File: src/rtl/dmem_load_store_unit.sv
// Load/store initiator for a word-wide, byte-addressed, big-endian data memory.
// One request in flight; SB/SH are performed as read-modify-write since the memory has no byte strobes.
module dmem_load_store_unit #(
   parameter int N         = 32,
   parameter int MEM_BYTES = 256
) (
   input  logic         clk,
   input  logic         rst,
   input  logic         req_valid,
   output logic         req_ready,
   input  logic         req_write,
   input  logic [2:0]   req_funct3,
   input  logic [N-1:0] req_addr,
   input  logic [N-1:0] req_wdata,
   output logic         resp_valid,
   output logic [N-1:0] resp_rdata,
   output logic         resp_error,
   output logic [N-1:0] mem_addr,
   output logic         mem_write_enable,
   output logic [N-1:0] mem_write_data,
   input  logic [N-1:0] mem_read_data
);

   typedef enum logic [2:0] {
      S_IDLE, S_LOAD, S_STORE, S_RMW_READ, S_RMW_WRITE, S_RESP
   } state_t;

   localparam logic [N-1:0] MEM_LIMIT = N'(MEM_BYTES);

   state_t       r_state, w_state_next;
   logic [N-1:0] r_addr, r_wdata, r_merge, r_rdata;
   logic [1:0]   r_lane;
   logic [2:0]   r_funct3;
   logic         r_error;

   logic         w_accept, w_illegal, w_misaligned, w_range, w_err, w_writing;
   logic [7:0]   w_byte;
   logic [15:0]  w_half;
   logic [N-1:0] w_load_ext, w_merge;

   assign w_accept = req_valid && (r_state == S_IDLE);

   always_comb begin
      w_illegal = 1'b0;
      if (req_write)
         w_illegal = (req_funct3 > 3'd2);
      else
         w_illegal = !(req_funct3 inside {3'd0, 3'd1, 3'd2, 3'd4, 3'd5});
      w_misaligned = ((req_funct3[1:0] == 2'd1) && req_addr[0]) ||
                     ((req_funct3[1:0] == 2'd2) && (req_addr[1:0] != 2'b00));
      w_range      = (req_addr >= MEM_LIMIT);
   end

   assign w_err = w_illegal || w_misaligned || w_range;

   always_comb begin
      w_state_next = r_state;
      case (r_state)
         S_IDLE: begin
            if (w_accept) begin
               if (w_err)
                  w_state_next = S_RESP;
               else if (!req_write)
                  w_state_next = S_LOAD;
               else if (req_funct3[1:0] == 2'd2)
                  w_state_next = S_STORE;
               else
                  w_state_next = S_RMW_READ;
            end
         end
         S_LOAD, S_STORE, S_RMW_WRITE: w_state_next = S_RESP;
         S_RMW_READ:                   w_state_next = S_RMW_WRITE;
         S_RESP:                       w_state_next = S_IDLE;
         default:                      w_state_next = S_IDLE;
      endcase
   end

   // Lane 0 is the most significant byte of the word.
   always_comb begin
      case (r_lane)
         2'd0:    w_byte = mem_read_data[N-1:N-8];
         2'd1:    w_byte = mem_read_data[N-9:N-16];
         2'd2:    w_byte = mem_read_data[N-17:N-24];
         default: w_byte = mem_read_data[N-25:N-32];
      endcase
      w_half = r_lane[1] ? mem_read_data[N-17:N-32] : mem_read_data[N-1:N-16];
      case (r_funct3)
         3'd0:    w_load_ext = {{(N-8){w_byte[7]}}, w_byte};
         3'd1:    w_load_ext = {{(N-16){w_half[15]}}, w_half};
         3'd2:    w_load_ext = mem_read_data;
         3'd4:    w_load_ext = {{(N-8){1'b0}}, w_byte};
         3'd5:    w_load_ext = {{(N-16){1'b0}}, w_half};
         default: w_load_ext = '0;
      endcase
   end

   // Byte-lane merge for SB/SH: a halfword occupies lanes r_lane (high byte) and r_lane+1.
   for (genvar gi = 0; gi < 4; gi++) begin : g_lane
      localparam logic [1:0] LANE = 2'(gi);
      logic w_hit_b, w_hit_hi, w_hit_lo;
      assign w_hit_b  = (r_funct3[1:0] == 2'd0) && (r_lane == LANE);
      assign w_hit_hi = (r_funct3[1:0] == 2'd1) && (r_lane == LANE);
      assign w_hit_lo = (r_funct3[1:0] == 2'd1) && ((r_lane + 2'd1) == LANE);
      assign w_merge[N-1-8*gi -: 8] = w_hit_b  ? r_wdata[7:0]  :
                                      w_hit_hi ? r_wdata[15:8] :
                                      w_hit_lo ? r_wdata[7:0]  :
                                                 r_merge[N-1-8*gi -: 8];
   end

   always_ff @(posedge clk) begin
      if (rst) begin
         r_state  <= S_IDLE;
         r_addr   <= '0;
         r_lane   <= '0;
         r_funct3 <= '0;
         r_wdata  <= '0;
         r_merge  <= '0;
         r_rdata  <= '0;
         r_error  <= 1'b0;
      end else begin
         r_state <= w_state_next;
         case (r_state)
            S_IDLE: begin
               if (w_accept) begin
                  r_addr   <= {req_addr[N-1:2], 2'b00};
                  r_lane   <= req_addr[1:0];
                  r_funct3 <= req_funct3;
                  r_wdata  <= req_wdata;
                  if (w_err) begin
                     r_rdata <= '0;
                     r_error <= 1'b1;
                  end
               end
            end
            S_LOAD: begin
               r_rdata <= w_load_ext;
               r_error <= 1'b0;
            end
            S_STORE, S_RMW_WRITE: begin
               r_rdata <= '0;
               r_error <= 1'b0;
            end
            S_RMW_READ: r_merge <= mem_read_data;
            default: ;
         endcase
      end
   end

   // Reset overrides the strobe in the same cycle so an aborted RMW never writes.
   assign w_writing        = ((r_state == S_STORE) || (r_state == S_RMW_WRITE)) && !rst;
   assign mem_write_enable = w_writing;
   assign mem_write_data   = !w_writing ? '0 : ((r_state == S_STORE) ? r_wdata : w_merge);
   assign mem_addr         = r_addr;
   assign req_ready        = (r_state == S_IDLE);
   assign resp_valid       = (r_state == S_RESP);
   assign resp_rdata       = r_rdata;
   assign resp_error       = r_error;

endmodule

File: config.mk
export PLATFORM = sky130hd
export DESIGN_NAME = dmem_load_store_unit
export DESIGN_NICKNAME = d
export VERILOG_FILES = /design/src/rtl/dmem_load_store_unit.sv
export SDC_FILE = /design/constraint.sdc
export NUM_CORES = 1
export LEC_CHECK = 0
export CORE_ASPECT_RATIO = 1.1
export CORE_MARGIN = 10
export CORE_UTILIZATION = 50
export CTS_BUF_LIST = sky130_fd_sc_hd__clkbuf_4 sky130_fd_sc_hd__clkbuf_8
export DETAILED_ROUTE_END_ITERATION = 8
export PLACE_DENSITY = 0.86
export SLEW_MARGIN = 20
export SYNTH_ARGS = -nofsm -noshare
export SYNTH_HDL_FRONTEND = slang
export SYNTH_SLANG_ARGS = --single-unit
File: constraint.sdc
create_clock -name clk -period 4 [get_ports clk]
set_clock_uncertainty 0.05 [all_clocks]
set_input_delay 0.8 -clock clk [delete_from_list [all_inputs] [get_ports clk]]
set_output_delay 0.8 -clock clk [all_outputs]
set_load 0.02 [all_outputs]
==> metrics <==
maxcap violations=0; average size of a mapped cell=7.83 um^2; die area=17700 um^2; Setup Buffers After CTS=0; CP Cell Sequence=buf_4 -> or2_2 -> nand2_1 -> a221oi_1 -> nor2_1 -> clkdlybuf4s50_1; Largest stage delay, worst path=0.55 ns; Area after DPL=8400 um^2; fin. max-slew vios=0; FP Rows=43; fin area=8840 um^2; Worst Hold Depth=2; vias in the first global route=6315; worst path arrival time=2.94 ns; nets@finish=1087; fill count=1045; iteration count of the initial detailed-routing pass=5; sequential element share of the synthesized area=0.422; WL/cell=19.2 um; top-area cell type share of the netlist area=0.422; R2R depth=6; # IOs=203; Hold Path Sink=r_wdata[26]; Chip Width=128 um; PortBufs=200; leakage=2.97 nW; antenna fix cells=0; # H-tree levels=4; global route overflow=0; GRT Overall Usage=0.238; M2 GR Usage=0.383; worst skew pair latency=0.44 ns; status=complete, no violations; post-DP HPWL=16.2 mm; Crit Path Max Fanout=21; CTS tree=yes; Critical R2R Launch=r_lane[0]; critical path depth=6; Setup Crit Path Kind=flip-flop to output pin; first-pass GRT wire length=34.3 mm; fin crit period=3.79 ns; Mapped Cells=817; Synth area leader=dfxtp_1; worst vdd ir=268 uV; async set-reset flop share out of synthesis=0; R2R Setup Slk=1.75 ns; antenna violation net count after detailed routing=0; total wire length=22.1 mm; post-synth cell types=57; worst min path class=flip-flop to flip-flop; CP top delay family=buffers and inverters; Syn. warnings=0; Core Region=12600 um^2; Final Hold Viols=0; slew of the pin with the lowest slew margin=1.11 ns; via density per instance=5.82; commonest cells in the netlist=212 x nand2_1, 142 x a21oi_1, 135 x dfxtp_1, 47 x o21ai_0, 38 x clkbuf_1; Starting Density=0.508; CP startpoint kind=flip-flop; final RePlAce weighted congestion=0.933; Post-Syn Area=6400 um^2; gr busiest metal=met2; Critical Path RT=3.15 ns; Hold Path Origin=r_wdata[26]; slowest library cell on the worst path=clkdlybuf4s50_1; final setup TNS=0 ns; share of cells above drive strength 1=0.0713; pwr dens=374 nW/um^2; # setup viols final=0; Clock Tree Root=clkbuf_8; hold slack final=0.401 ns; die height=139 um; antenna violations before repair=0; met3 usage=0.0929; final total power=3.30 mW; top_reg_cell synth=dfxtp_1; RSZ-0062 raised after global routing=false; via count=6708; fmax=264 MHz; pin count of the biggest net entering global routing=105; cts bufs inserted=17; CTS Sinks=135; max_slew headroom=0.260; Post-Place Cells=1122; Non-Filler Instances=1153; CP bufs+invs=2; number of flops mapped to enable cells by yosys=0; GRT met1 Usage=0.276; Area contributors post-synth=dfxtp_1 42%, nand2_1 12%, a21oi_1 11%; Reg2Reg Capture Point=resp_rdata[27]; Reg clk slew, reported paths=0.07 ns; Area Overhead vs Synth=38.1%; flops & latches, synth=135; Worst Setup End Kind=output pin; initial DRC count=704; most frequent cell after synthesis=nand2_1; DRC=0; period utilisation layout=0.947; clk buf depth=2
layout make-up:
class | count | area [um^2] | area share
Inverter | 19 | 71.3 | 0.00807
Sequential cell | 135 | 2710 | 0.306
Clock inverter | 8 | 120 | 0.0136
Timing Repair Buffer | 216 | 2120 | 0.240
Multi-Input combinational cell | 595 | 3320 | 0.376
Clock buffer | 23 | 304 | 0.0344
Tap cell | 157 | 196 | 0.0222
cells in the final DEF (no fill, tap or decap), types with 2 or more instances in the layout:
| cell | instances |
|---|---|
| clkinv_2 | 3 |
| inv_1 | 18 |
| nand2_1 | 212 |
| dfxtp_1 | 133 |
| nor3_2 | 2 |
| nor2_2 | 2 |
| buf_4 | 16 |
| nor4_1 | 8 |
| a22o_1 | 28 |
| nor2_1 | 13 |
| a31oi_1 | 3 |
| nand3b_1 | 9 |
| nor4b_4 | 2 |
| nand2b_1 | 4 |
| bufinv_16 | 3 |
| nand3_1 | 2 |
| a21oi_1 | 141 |
| clkbuf_8 | 21 |
| clkinvlp_4 | 2 |
| o2bb2ai_1 | 25 |
| nor3_1 | 11 |
| o21ai_0 | 47 |
| dfxtp_2 | 2 |
| conb_1 | 2 |
| clkbuf_4 | 2 |
| nor4b_2 | 2 |
| a221oi_1 | 25 |
| o22ai_1 | 6 |
| and2_1 | 2 |
| clkdlybuf4s50_1 | 199 |
| a211o_1 | 8 |
| a2bb2oi_1 | 6 |
| mux2i_1 | 5 |
| nor2b_1 | 4 |
layer usage:
metal	share of wire	up-vias
met5	0	-
met4	0.027	0
met3	0.10	55
met2	0.48	326
met1	0.39	3096
li1	-	3231
registers in the layout, indices dropped and copies added, names as in the netlist:
signal and cells:
r_merge 32, r_wdata 32, resp_rdata 32, mem_addr 30
r_funct3 3, r_state 3, r_lane 2, resp_error 1
repair_timing:
| item | 4_1_cts | 5_1_grt |
|---|---|---|
| setup endpoints to repair | 1 | 16 |
| gates resized for setup | 1 | 4 |
| hold buffers | 0 | 0 |
| pin swaps | 0 | 0 |
through the flow:
step	utilization	setup WS [ns]
2_1_floorplan	-	1.14
3_3_place_gp	0.666	0.537
3_5_place_dp	0.667	0.449
4_1_cts	0.701	0.156
5_1_grt	0.702	0.0419
6_report	0.702	0.214
worst max-delay path by stage:
stage                startpoint            endpoint  slack (ns)
finish                r_lane[0]  mem_write_data[16]        0.21
CTS                 r_funct3[0]  mem_write_data[15]        0.16
global route          r_lane[0]  mem_write_data[22]        0.04
global placement    r_funct3[0]  mem_write_data[15]        0.54
detailed placement  r_funct3[0]  mem_write_data[15]        0.45
floorplan                   rst  mem_write_data[29]        1.14
power by group:
part           switching, mW  leakage (nW)  total, mW  internal, mW
Clock                  0.511         0.215       1.20         0.690
Sequential            0.0632          1.10       1.48          1.41
Combinational          0.342          1.66      0.627         0.285
Total                  0.916          2.97       3.30          2.39
tightest hold or removal path: stages (launching register included):
cell and delay (ns):
dfxtp_1 0.31, nand2_1 0.05, a21oi_1 0.05
logic make-up (layout without fill, tap and decap cells):
logic type | after synthesis | in the layout | synth area share
DFF | 135 | 135 | 0.422
xor gates and xnor gates | 2 | 2 | 0.00274
muxes | 7 | 7 | 0.0131
AOI/OAI and AO/OA | 299 | 299 | 0.296
and+or+nand+nor | 285 | 285 | 0.204
buffers and inverters | 88 | 266 | 0.0618
other | 1 | 2 | 0.000586
(Power assumes the default switching activity.)
